`src/rtl/load_store_unit.sv`:
```
// Memory stage: turns an ALU effective address into a valid/ready data-memory
// transaction, stalls upstream while it is outstanding and returns extended load data.
module load_store_unit (
    input  logic        clk,
    input  logic        rst,
    input  logic        valid_in,
    input  logic        is_load,
    input  logic        is_store,
    input  logic [2:0]  funct3,
    input  logic [31:0] addr_in,
    input  logic [31:0] store_data,
    input  logic [4:0]  rd_in,
    output logic        stall,
    output logic        mem_req,
    output logic        mem_we,
    output logic [31:0] mem_addr,
    output logic [31:0] mem_wdata,
    output logic [3:0]  mem_wstrb,
    input  logic        mem_ready,
    input  logic [31:0] mem_rdata,
    output logic        wb_valid,
    output logic [31:0] wb_data,
    output logic [4:0]  wb_rd,
    output logic        err
);

    localparam logic [1:0] StIdle = 2'd0;
    localparam logic [1:0] StReq  = 2'd1;
    localparam logic [1:0] StResp = 2'd2;

    logic [1:0]  state_q, state_d;
    logic        mem_req_q, mem_req_d;
    logic        mem_we_q, mem_we_d;
    logic [31:0] mem_addr_q, mem_addr_d;
    logic [31:0] mem_wdata_q, mem_wdata_d;
    logic [3:0]  mem_wstrb_q, mem_wstrb_d;
    logic        wb_valid_q, wb_valid_d;
    logic [31:0] wb_data_q, wb_data_d;
    logic [4:0]  wb_rd_q, wb_rd_d;
    logic        err_q, err_d;
    logic        ld_q, ld_d;
    logic [2:0]  funct3_q, funct3_d;
    logic [1:0]  off_q, off_d;
    logic [4:0]  rd_q, rd_d;

    logic        start, legal, misaligned, start_legal, start_err;
    logic [3:0]  st_strb;
    logic [31:0] st_wdata;
    logic [7:0]  ld_byte;
    logic [15:0] ld_half;
    logic [31:0] ld_ext;

    // Request decode and legality checks on the incoming instruction.
    always_comb begin
        start = valid_in & (is_load | is_store) & (state_q == StIdle);
        if (is_load) begin
            legal = (funct3 == 3'b000) | (funct3 == 3'b001) | (funct3 == 3'b010) |
                    (funct3 == 3'b100) | (funct3 == 3'b101);
        end else begin
            legal = (funct3 == 3'b000) | (funct3 == 3'b001) | (funct3 == 3'b010);
        end
        misaligned = ((funct3[1:0] == 2'b01) & addr_in[0]) |
                     ((funct3[1:0] == 2'b10) & (addr_in[1:0] != 2'b00));
        start_legal = start & legal & ~misaligned;
        start_err   = start & ~(legal & ~misaligned);
        stall       = start_legal | (state_q == StReq);
    end

    always_comb begin
        case (funct3[1:0])
            2'b00: begin
                st_strb  = 4'b0001 << addr_in[1:0];
                st_wdata = {4{store_data[7:0]}};
            end
            2'b01: begin
                st_strb  = 4'b0011 << addr_in[1:0];
                st_wdata = {2{store_data[15:0]}};
            end
            default: begin
                st_strb  = 4'b1111;
                st_wdata = store_data;
            end
        endcase
    end

    always_comb begin
        ld_byte = mem_rdata[{off_q, 3'b000} +: 8];
        ld_half = off_q[1] ? mem_rdata[31:16] : mem_rdata[15:0];
        case (funct3_q)
            3'b000:  ld_ext = {{24{ld_byte[7]}}, ld_byte};
            3'b001:  ld_ext = {{16{ld_half[15]}}, ld_half};
            3'b100:  ld_ext = {24'b0, ld_byte};
            3'b101:  ld_ext = {16'b0, ld_half};
            default: ld_ext = mem_rdata;
        endcase
    end

    always_comb begin
        state_d     = state_q;
        mem_req_d   = mem_req_q;
        mem_we_d    = mem_we_q;
        mem_addr_d  = mem_addr_q;
        mem_wdata_d = mem_wdata_q;
        mem_wstrb_d = mem_wstrb_q;
        wb_valid_d  = 1'b0;
        wb_data_d   = wb_data_q;
        wb_rd_d     = wb_rd_q;
        err_d       = 1'b0;
        ld_d        = ld_q;
        funct3_d    = funct3_q;
        off_d       = off_q;
        rd_d        = rd_q;
        case (state_q)
            StIdle: begin
                err_d = start_err;
                if (start_legal) begin
                    state_d     = StReq;
                    mem_req_d   = 1'b1;
                    mem_we_d    = ~is_load;
                    mem_addr_d  = {addr_in[31:2], 2'b00};
                    mem_wdata_d = is_load ? 32'h0 : st_wdata;
                    mem_wstrb_d = is_load ? 4'h0 : st_strb;
                    ld_d        = is_load;
                    funct3_d    = funct3;
                    off_d       = addr_in[1:0];
                    rd_d        = rd_in;
                end
            end
            StReq: begin
                if (mem_ready) begin
                    state_d     = StResp;
                    mem_req_d   = 1'b0;
                    mem_we_d    = 1'b0;
                    mem_addr_d  = 32'h0;
                    mem_wdata_d = 32'h0;
                    mem_wstrb_d = 4'h0;
                    wb_valid_d  = 1'b1;
                    wb_data_d   = ld_q ? ld_ext : 32'h0;
                    wb_rd_d     = ld_q ? rd_q : 5'd0;
                end
            end
            StResp: begin
                state_d   = StIdle;
                wb_data_d = 32'h0;
                wb_rd_d   = 5'd0;
            end
            default: state_d = StIdle;
        endcase
    end

    always_ff @(posedge clk) begin
        if (rst) begin
            state_q     <= StIdle;
            mem_req_q   <= 1'b0;
            mem_we_q    <= 1'b0;
            mem_addr_q  <= 32'h0;
            mem_wdata_q <= 32'h0;
            mem_wstrb_q <= 4'h0;
            wb_valid_q  <= 1'b0;
            wb_data_q   <= 32'h0;
            wb_rd_q     <= 5'd0;
            err_q       <= 1'b0;
            ld_q        <= 1'b0;
            funct3_q    <= 3'b0;
            off_q       <= 2'b0;
            rd_q        <= 5'd0;
        end else begin
            state_q     <= state_d;
            mem_req_q   <= mem_req_d;
            mem_we_q    <= mem_we_d;
            mem_addr_q  <= mem_addr_d;
            mem_wdata_q <= mem_wdata_d;
            mem_wstrb_q <= mem_wstrb_d;
            wb_valid_q  <= wb_valid_d;
            wb_data_q   <= wb_data_d;
            wb_rd_q     <= wb_rd_d;
            err_q       <= err_d;
            ld_q        <= ld_d;
            funct3_q    <= funct3_d;
            off_q       <= off_d;
            rd_q        <= rd_d;
        end
    end

    assign mem_req   = mem_req_q;
    assign mem_we    = mem_we_q;
    assign mem_addr  = mem_addr_q;
    assign mem_wdata = mem_wdata_q;
    assign mem_wstrb = mem_wstrb_q;
    assign wb_valid  = wb_valid_q;
    assign wb_data   = wb_data_q;
    assign wb_rd     = wb_rd_q;
    assign err       = err_q;

endmodule
```
`config.mk`:
```
export PLATFORM = sky130hd
export DESIGN_NAME = load_store_unit
export DESIGN_NICKNAME = d
export VERILOG_FILES = /design/src/rtl/load_store_unit.sv
export SDC_FILE = /design/constraint.sdc
export NUM_CORES = 1
export LEC_CHECK = 0
export ABC_AREA = 1
export ABC_CLOCK_PERIOD_IN_PS = 4210
export CAP_MARGIN = 40
export CORE_ASPECT_RATIO = 1.4
export CORE_MARGIN = 2
export CORE_UTILIZATION = 47
export CTS_BUF_LIST = sky130_fd_sc_hd__clkbuf_16
export DETAILED_ROUTE_END_ITERATION = 6
export PLACE_DENSITY = 0.86
export SLEW_MARGIN = 5
export SYNTH_ARGS = -nofsm -noshare
export SYNTH_HDL_FRONTEND = slang
export SYNTH_SLANG_ARGS = --single-unit
```
`constraint.sdc`:
```
create_clock -name clk -period 4.21 [get_ports clk]
set_clock_uncertainty 0.15 [all_clocks]
set_input_delay 0.842 -clock clk [delete_from_list [all_inputs] [get_ports clk]]
set_output_delay 0.842 -clock clk [all_outputs]
set_load 0.05 [all_outputs]
```
Word-level counts from Yosys, hierarchy flattened
Index checks and enable logic that the tools add are counted.
{"block": "totals", "reg_bits": 122, "in_bits": 110, "out_inout_bits": 110, "wordCells": 93}
{"block": "classes", "n_eq_ne": 13, "n_shift": 3, "mux": 30, "bitwise": 20, "n_reduce_logical": 13}
{"operator": "$pmux W32 S2", "n": 4}
{"operator": "$mux W32", "n": 6}
{"operator": "$pmux W32 S4", "n": 1}
{"operator": "$shiftx A32 B6 Y8", "n": 1}
{"operator": "$mux W16", "n": 1}
{"operator": "$pmux W4 S2", "n": 2}
{"operator": "$eq A3 B3 Y1 const B", "n": 4}
{"operator": "$mux W4", "n": 3}
{"operator": "$mux W5", "n": 2}
{"operator": "$pmux W5 S2", "n": 1}
{"operator": "$and A1 B1 Y1", "n": 8}
{"operator": "$or A1 B1 Y1", "n": 7}
{"operator": "$eq A3 B1 Y1 const B", "n": 2}
{"operator": "$logic_not A3 Y1", "n": 2}
{"operator": "$reduce_and A2 Y1", "n": 3}
{"operator": "$reduce_bool A2 Y1", "n": 3}
{"operator": "$mux W1", "n": 5}
{"operator": "$not A1 Y1", "n": 5}
{"operator": "$eq A2 B1 Y1 const B", "n": 2}
{"operator": "$eq A2 B2 Y1 const B", "n": 2}
{"operator": "$logic_not A2 Y1", "n": 2}
{"operator": "$mux W2", "n": 2}
{"operator": "$ne A2 B2 Y1 const B", "n": 2}
{"operator": "$pmux W1 S2", "n": 2}
{"operator": "other kinds (6)", "n": 7}

Longest topological paths before layout
Gate-level depths: netlist of run 1.
{"block": "depth", "ltp_word": 10, "mapped_depth": 12, "depth_no_buf": 9}

Worst setup path after synthesis of run 1
OpenSTA, ideal clock, no wires.
{"block": "synth_path", "kind": "input port to output port", "start": "input port funct3[1]", "end": "output port stall", "arrival_time_ns": 1.788, "required_time_ns": 3.218, "slack_ns": 1.430, "cell_stages": 8, "path_buffers": 2, "path_cell_list": "buf_4 inv_2 nand2_1 inv_2 nand2_2 nand3_2 nand2_4 buf_2"}
{"block": "synth_via", "elab_chain_cells": 9, "elab_cells_between_ends": 19, "cone_classes": "6 x eq/ne; 1 x mux; 11 x bitwise; 1 x reduce/logical"}
{"item": "start: declaration", "line_no": "9", "rtl": "input logic [2:0] funct3,"}
{"item": "$eq A3 B1 Y1 or $logic_not A3 Y1 (tied branches)", "line_no": "57, 60"}
{"item": "$or A1 B1 Y1 (2 in series)", "line_no": "57, 60"}
{"item": "$or A1 B1 Y1", "line_no": "57", "rtl": "legal = (funct3 == 3'b000) | (funct3 == 3'b001) | (funct3 == 3'b010) |"}
{"item": "$or A1 B1 Y1", "line_no": "58", "rtl": "(funct3 == 3'b100) | (funct3 == 3'b101);"}
{"item": "$mux W1", "line_no": "56", "rtl": "if (is_load) begin"}
{"item": "$and A1 B1 Y1", "line_no": "64", "rtl": "start_legal = start & legal & ~misaligned;"}
{"item": "$and A1 B1 Y1 (*)", "line_no": "64"}
{"item": "$or A1 B1 Y1 (*)", "line_no": "66", "rtl": "stall = start_legal | (state_q == StReq);"}
{"item": "end: declaration", "line_no": "13", "rtl": "output logic stall,"}
Every way passes the cells marked *; elsewhere a longest branch is shown, timed or not.

Worst setup path after layout of run 1
Same ends and word-level chain as after synthesis.

==> summary.txt, run 1 <==
Core Rows -> 46
outcome -> finished, final reports clean
clock share of power -> 43.4%
die width -> 94.4 um
Avg Inst Size Synth -> 6.82 sq um
Worst Path Required -> 3220 ps
CP Cell Sequence -> clkdlybuf4s50_1, inv_2, nand2_1, inv_2, nand2_2, nand3_2, nand2_4, buf_12
Peak Freq -> 0.302 GHz
Tightest Pin Transition -> 692 ps
final hold violations -> 0
final HPWL from detailed placement -> 11600 um
max-slew violations -> 0
Peak VDD IR -> 0.310 mV
yosys warns -> 0
max incr delay on CP -> 440 ps
Sequential Power Share -> 39.1%
die height -> 131 um
GR Util All Layers -> 26.7%
Max Cap Violations -> 0
post-synth cell types -> 25
internal power -> 0.00214 W
flops & latches, synth -> 120
PD cells -> 377 nW/um^2
fin crit period -> 3310 ps
total number of vias -> 5831
Top Family by Delay on Critical Path -> buffers and inverters
antenna violations before repair -> 0
crit path kind -> input port to output port
CTS resizes -> 0
Top FF cell, synth -> dfxtp_1
P_sw -> 0.000906 W
post-synthesis sequential area ratio -> 44.7%
Clk pin slew, worst setup/hold paths -> 60 ps
Clock Path Buffers -> 2
# H-tree levels -> 4
Worst R2R Start -> off_q[1]
cells after synthesis -> 788
Iteration-0 DRC Markers -> 245
hold wc startpoint -> wb_rd[0]
Hold Buf Count CTS -> 0
CTS tree -> yes
Max stage delay cell, worst path -> clkdlybuf4s50_1
drc violations -> 0
slew margin rel. -> 53.8%
switch share -> 29.7%
Worst EP arrival -> 2310 ps
# Post-CTS Setup Buffers -> 0
final period utilization -> 78.5%
gr ovfl total -> 0
first-pass GRT wire length -> 25700 um
Gate power share -> 17.5%
leak pwr -> 3.13 nW
final total power -> 0.00305 W
CP Capture Type -> output port
die area -> 12300 sq um
core area -> 11200 sq um
Initial Utilization -> 47.9%
Hold WS -> 309 ps
IO Count -> 220
Final setup viols -> 0
Final GP Congestion -> 0.889
WL/cell -> 14.6 um
Final ANT Viol Nets -> 0
Via density -> 5.12
share of layout cells above drive strength 1 -> 5.63%
pin count of the biggest net entering global routing -> 58
fin nets -> 1091
vias in the first global route -> 5414
TNS Setup -> 0 ps
CP most frequent cell -> inv_2
number of buffers added on ports -> 217
Buf/Inv on CP -> 4
P&R area growth vs syn -> 50.2%
class of the worst hold path -> register to register
crit start category -> input port
CP Max Fanout -> 18
Antenna Cells -> 0
CTS Sinks -> 120
Pre-antenna DRT Iters -> 5
Mapped Area -> 5380 sq um
clk root buf -> clkbuf_16
Post-synth ARST share -> 0%
drt total wl -> 16600 um
Worst Setup SP -> funct3[1]
RSZ-0062 raised after global routing -> no
CTS Buf Count -> 17
number of synthesized flops with an enable pin -> 0
latest clock arrival within the worst-skew pair -> 400 ps
flip-flops by register name, indices dropped and copies added, names as in the netlist, 2 cells and up:
signal,flops
off_q,2
funct3_q,3
mem_wdata,32
mem_addr,30
mem_wstrb,4
wb_rd,5
rd_q,5
wb_data,32
state_q,2
power groups by stage:
stage               sequential [W]  combinational [W]  clock [W]
floorplan                  0.00131           0.000220          0
global placement           0.00121           0.000525          0
detailed placement         0.00122           0.000529          0
CTS                        0.00119           0.000533    0.00133
global route               0.00120           0.000576    0.00139
finish                     0.00119           0.000533    0.00132
metrics by stage:
stage | area, sq um | utilization [%] | instances | setup WS (ps)
floorplan | 5380 | - | 789 | 1430
global placement | 7520 | 67.0 | 1105 | 972
detailed placement | 7540 | 67.2 | 1106 | 929
CTS | 8080 | 72.0 | 1138 | 922
global route | 8080 | 72.0 | 1138 | 806
finish | 8080 | 72.0 | 1138 | 904
worst paths after layout:
kind / endpoint / slack [ps] / depth (start not counted)
min: wb_rd[0] / 310 / 2
max: stall / 900 / 8
max reg2reg: wb_data[16] / 1520 / 7
min reg2reg: wb_rd[0] / 310 / 2
worst min-delay path, cell delays in order (launching register included):
cell	delay, ps
dfxtp_1	310
nand2_1	60
a21oi_1	50
cells in the final DEF, fill, tap and decap left out, drive strengths merged:
cell	count
nand3	23
dfxtp	120
nand2	287
nor2	49
or2	1
o21ai	28
clkdlybuf4s50	215
nand4	9
o211ai	7
and2	1
clkinv	4
a211oi	1
conb	2
clkbuf	17
inv	65
clkinvlp	4
o211a	5
buf	9
a21oi	147
synthesized netlist by cell type, types with 2 or more instances:
cell	instances	area (sq um)
nor2_2	2	12.5
o211ai_1	7	52.6
a21oi_1	147	736
nand3_1	22	110
buf_6	8	90.1
o21ai_0	28	140
nand2_1	284	1070
nor2_1	45	169
buf_4	3	22.5
clkbuf_1	30	113
nand4_1	9	56.3
o211a_1	5	50.1
inv_2	7	26.3
buf_2	10	50.1
inv_1	51	191
nand2_2	2	12.5
dfxtp_1	120	2400
routing by layer:
| layer | vias up | global-route usage, % | part of all wire (%) |
|---|---|---|---|
| li1 | 2902 | - | - |
| met1 | 2649 | 30.0 | 38 |
| met2 | 235 | 45.5 | 50 |
| met3 | 45 | 7.51 | 7.9 |
| met4 | 0 | 14.5 | 4.3 |
| met5 | - | 0 | 0 |
layout make-up:
cell class | instances | area, sq um
well taps | 144 | 180
flip-flops and latches | 120 | 2400
repair buffers | 224 | 2250
multi-input cells | 560 | 2480
clock buffers | 17 | 425
fillers | 910 | 3150
clock inverters | 15 | 114
inverters | 58 | 218
cells by family after synthesis:
group           synth area share (%)
other cells                   0.0697
compound gates                  18.3
simple gates                    27.7
buf+inv                         9.17
flops                           44.7
Note: power is estimated with default switching activity, not from simulation.
==> run 2: changes to the inputs <==
--- a/config.mk
+++ b/config.mk
@@ -6,14 +6,14 @@
 export NUM_CORES = 1
 export LEC_CHECK = 0
 export ABC_AREA = 1
-export ABC_CLOCK_PERIOD_IN_PS = 4210
+export ABC_CLOCK_PERIOD_IN_PS = 2790
 export CAP_MARGIN = 40
 export CORE_ASPECT_RATIO = 1.4
 export CORE_MARGIN = 2
-export CORE_UTILIZATION = 47
+export CORE_UTILIZATION = 39
 export CTS_BUF_LIST = sky130_fd_sc_hd__clkbuf_16
 export DETAILED_ROUTE_END_ITERATION = 6
-export PLACE_DENSITY = 0.86
+export PLACE_DENSITY = 0.77
 export SLEW_MARGIN = 5
 export SYNTH_ARGS = -nofsm -noshare
 export SYNTH_HDL_FRONTEND = slang
==> constraint.sdc (replaced) <==
create_clock -name clk -period 2.79 [get_ports clk]
set_clock_uncertainty 0.15 [all_clocks]
set_input_delay 0.558 -clock clk [delete_from_list [all_inputs] [get_ports clk]]
set_output_delay 0.558 -clock clk [all_outputs]
set_load 0.05 [all_outputs]
==> run 2 against run 1 <==
  * Sequential power grew 51%
  * Final area grew 2.0%
  * Combinational power grew 55%
  * Critical endpoint unchanged
==> summary.txt, run 2 (synthesized netlist as in run 1, its figures left out) <==
CP most frequent cell -> inv_2
commonest cells after routing, fill and taps aside -> nand2_1, clkdlybuf4s50_1, a21oi_1
class of the worst hold path -> register to register
# fillers -> 1210
CTS Buf Count -> 17
crit path kind -> input port to output port
die width -> 103 um
Peak VDD IR -> 0.339 mV
Initial Utilization -> 40.0%
pin count of the biggest net entering global routing -> 44
Antenna Cells -> 0
slew margin rel. -> 56.3%
clk root buf -> clkbuf_16
drt total wl -> 16900 um
# H-tree levels -> 4
number of buffers added on ports -> 217
antenna violations before repair -> 0
die area -> 14800 sq um
total number of vias -> 5747
non-filler cells, final -> 1189
Core Rows -> 50
outcome -> finished, final reports clean
WL/cell -> 14.2 um
most common cell after layout, fill and taps aside -> nand2_1
final period utilization -> 92.0%
RSZ-0062 raised after global routing -> no
Tightest Pin Transition -> 653 ps
leak pwr -> 3.19 nW
CP Max Fanout -> 11
Hold Path Sink -> mem_wdata[24]
hold wc startpoint -> mem_wdata[24]
Clock Path Buffers -> 2
hold path cells -> 2
Worst Setup SP -> funct3[1]
Final GP Congestion -> 0.882
Worst Path Required -> 2080 ps
flop2flop setup slack -> 870 ps
CTS tree -> yes
P&R area growth vs syn -> 53.3%
latest clock arrival within the worst-skew pair -> 400 ps
CTS resizes -> 0
R2R cell count -> 8
final hold violations -> 0
Worst R2R Start -> state_q[0]
Top Family by Delay on Critical Path -> buffers and inverters
vias in the first global route -> 5429
CTS Sinks -> 120
Hold WS -> 309 ps
Via density -> 4.83
CP Capture Type -> output port
first-pass GRT wire length -> 26300 um
drc violations -> 0
Max Cap Violations -> 0
Pre-antenna DRT Iters -> 4
Final setup viols -> 0
Final ANT Viol Nets -> 0
Placed Cells -> 1157
max incr delay on CP -> 440 ps
Peak Freq -> 0.390 GHz
share of layout cells above drive strength 1 -> 6.85%
Hold Buf Count CTS -> 0
CP Cell Sequence -> clkdlybuf4s50_1, inv_2, nand2_1, inv_2, nand2_2, nand3_2, nand2_4, buf_12
gr ovfl total -> 0
die height -> 143 um
core area -> 13500 sq um
fin crit period -> 2570 ps
Buf/Inv on CP -> 4
# Post-CTS Setup Buffers -> 0
r2r endpoint -> mem_wdata[30]
IO Count -> 220
Clk pin slew, worst setup/hold paths -> 60 ps
final HPWL from detailed placement -> 12300 um
Max stage delay cell, worst path -> clkdlybuf4s50_1
final core utilization -> 61.3%
TNS Setup -> 0 ps
GR Util All Layers -> 22.8%
max-slew violations -> 0
fin nets -> 1104
Iteration-0 DRC Markers -> 296
crit start category -> input port
Worst EP arrival -> 1860 ps
PD cells -> 565 nW/um^2
-- run 2: changes by cell type in the layout (fill, tap and decap cells not counted) --
cell	delta
buf_12	+1
buf_4	+13
buf_8	-1
bufinv_16	+1
clkinv_2	+1
clkinvlp_4	+2
inv_6	-4
-- run 2: worst register-to-register path, cell delays in order (launching register included) --
cell and delay, ps:
dfxtp_1 330, inv_2 50, nor2_4 120, inv_2 70, or2_2 420, nand2_2 120
buf_4 350, nand2_1 110, a21oi_1 150
-- run 2: power breakdown --
part	internal (W)	switching, W
logic	0.000336	0.000492
clock network	0.00122	0.000807
registers	0.00177	0.0000309
-- run 2: worst max-delay path by stage --
stage	to	cells past startpoint
final	stall	8
after floorplan	stall	8
after CTS	stall	7
after global routing	stall	8
after global placement	mem_wdata[29]	10
after detailed placement	mem_addr[6]	11
-- run 2: layer usage --
| layer | track usage [%] | share of wire [%] | up-vias |
|---|---|---|---|
| li1 | - | - | 2939 |
| met1 | 25.7 | 40 | 2569 |
| met2 | 38.6 | 50 | 205 |
| met3 | 7.24 | 7.0 | 34 |
| met4 | 10.3 | 3.4 | 0 |
| met5 | 0 | 0 | - |
-- run 2: stage by stage --
stage	power [W]	cell area, sq um	setup slack, ps
finish	0.00466	8240	224
global route	0.00485	8240	96.8
CTS	0.00470	8240	221
detailed placement	0.00266	7690	191
global placement	0.00266	7690	227
floorplan	0.00231	5380	578
-- run 2: final cells by class --
type	instances	area, sq um	area share (%)
Tap cell	182	228	2.76
Timing Repair Buffer	237	2350	28.6
Inverter	58	218	2.64
Sequential cell	120	2400	29.1
Clock inverter	15	129	1.56
Multi-Input combinational cell	560	2480	30.2
Clock buffer	17	425	5.16
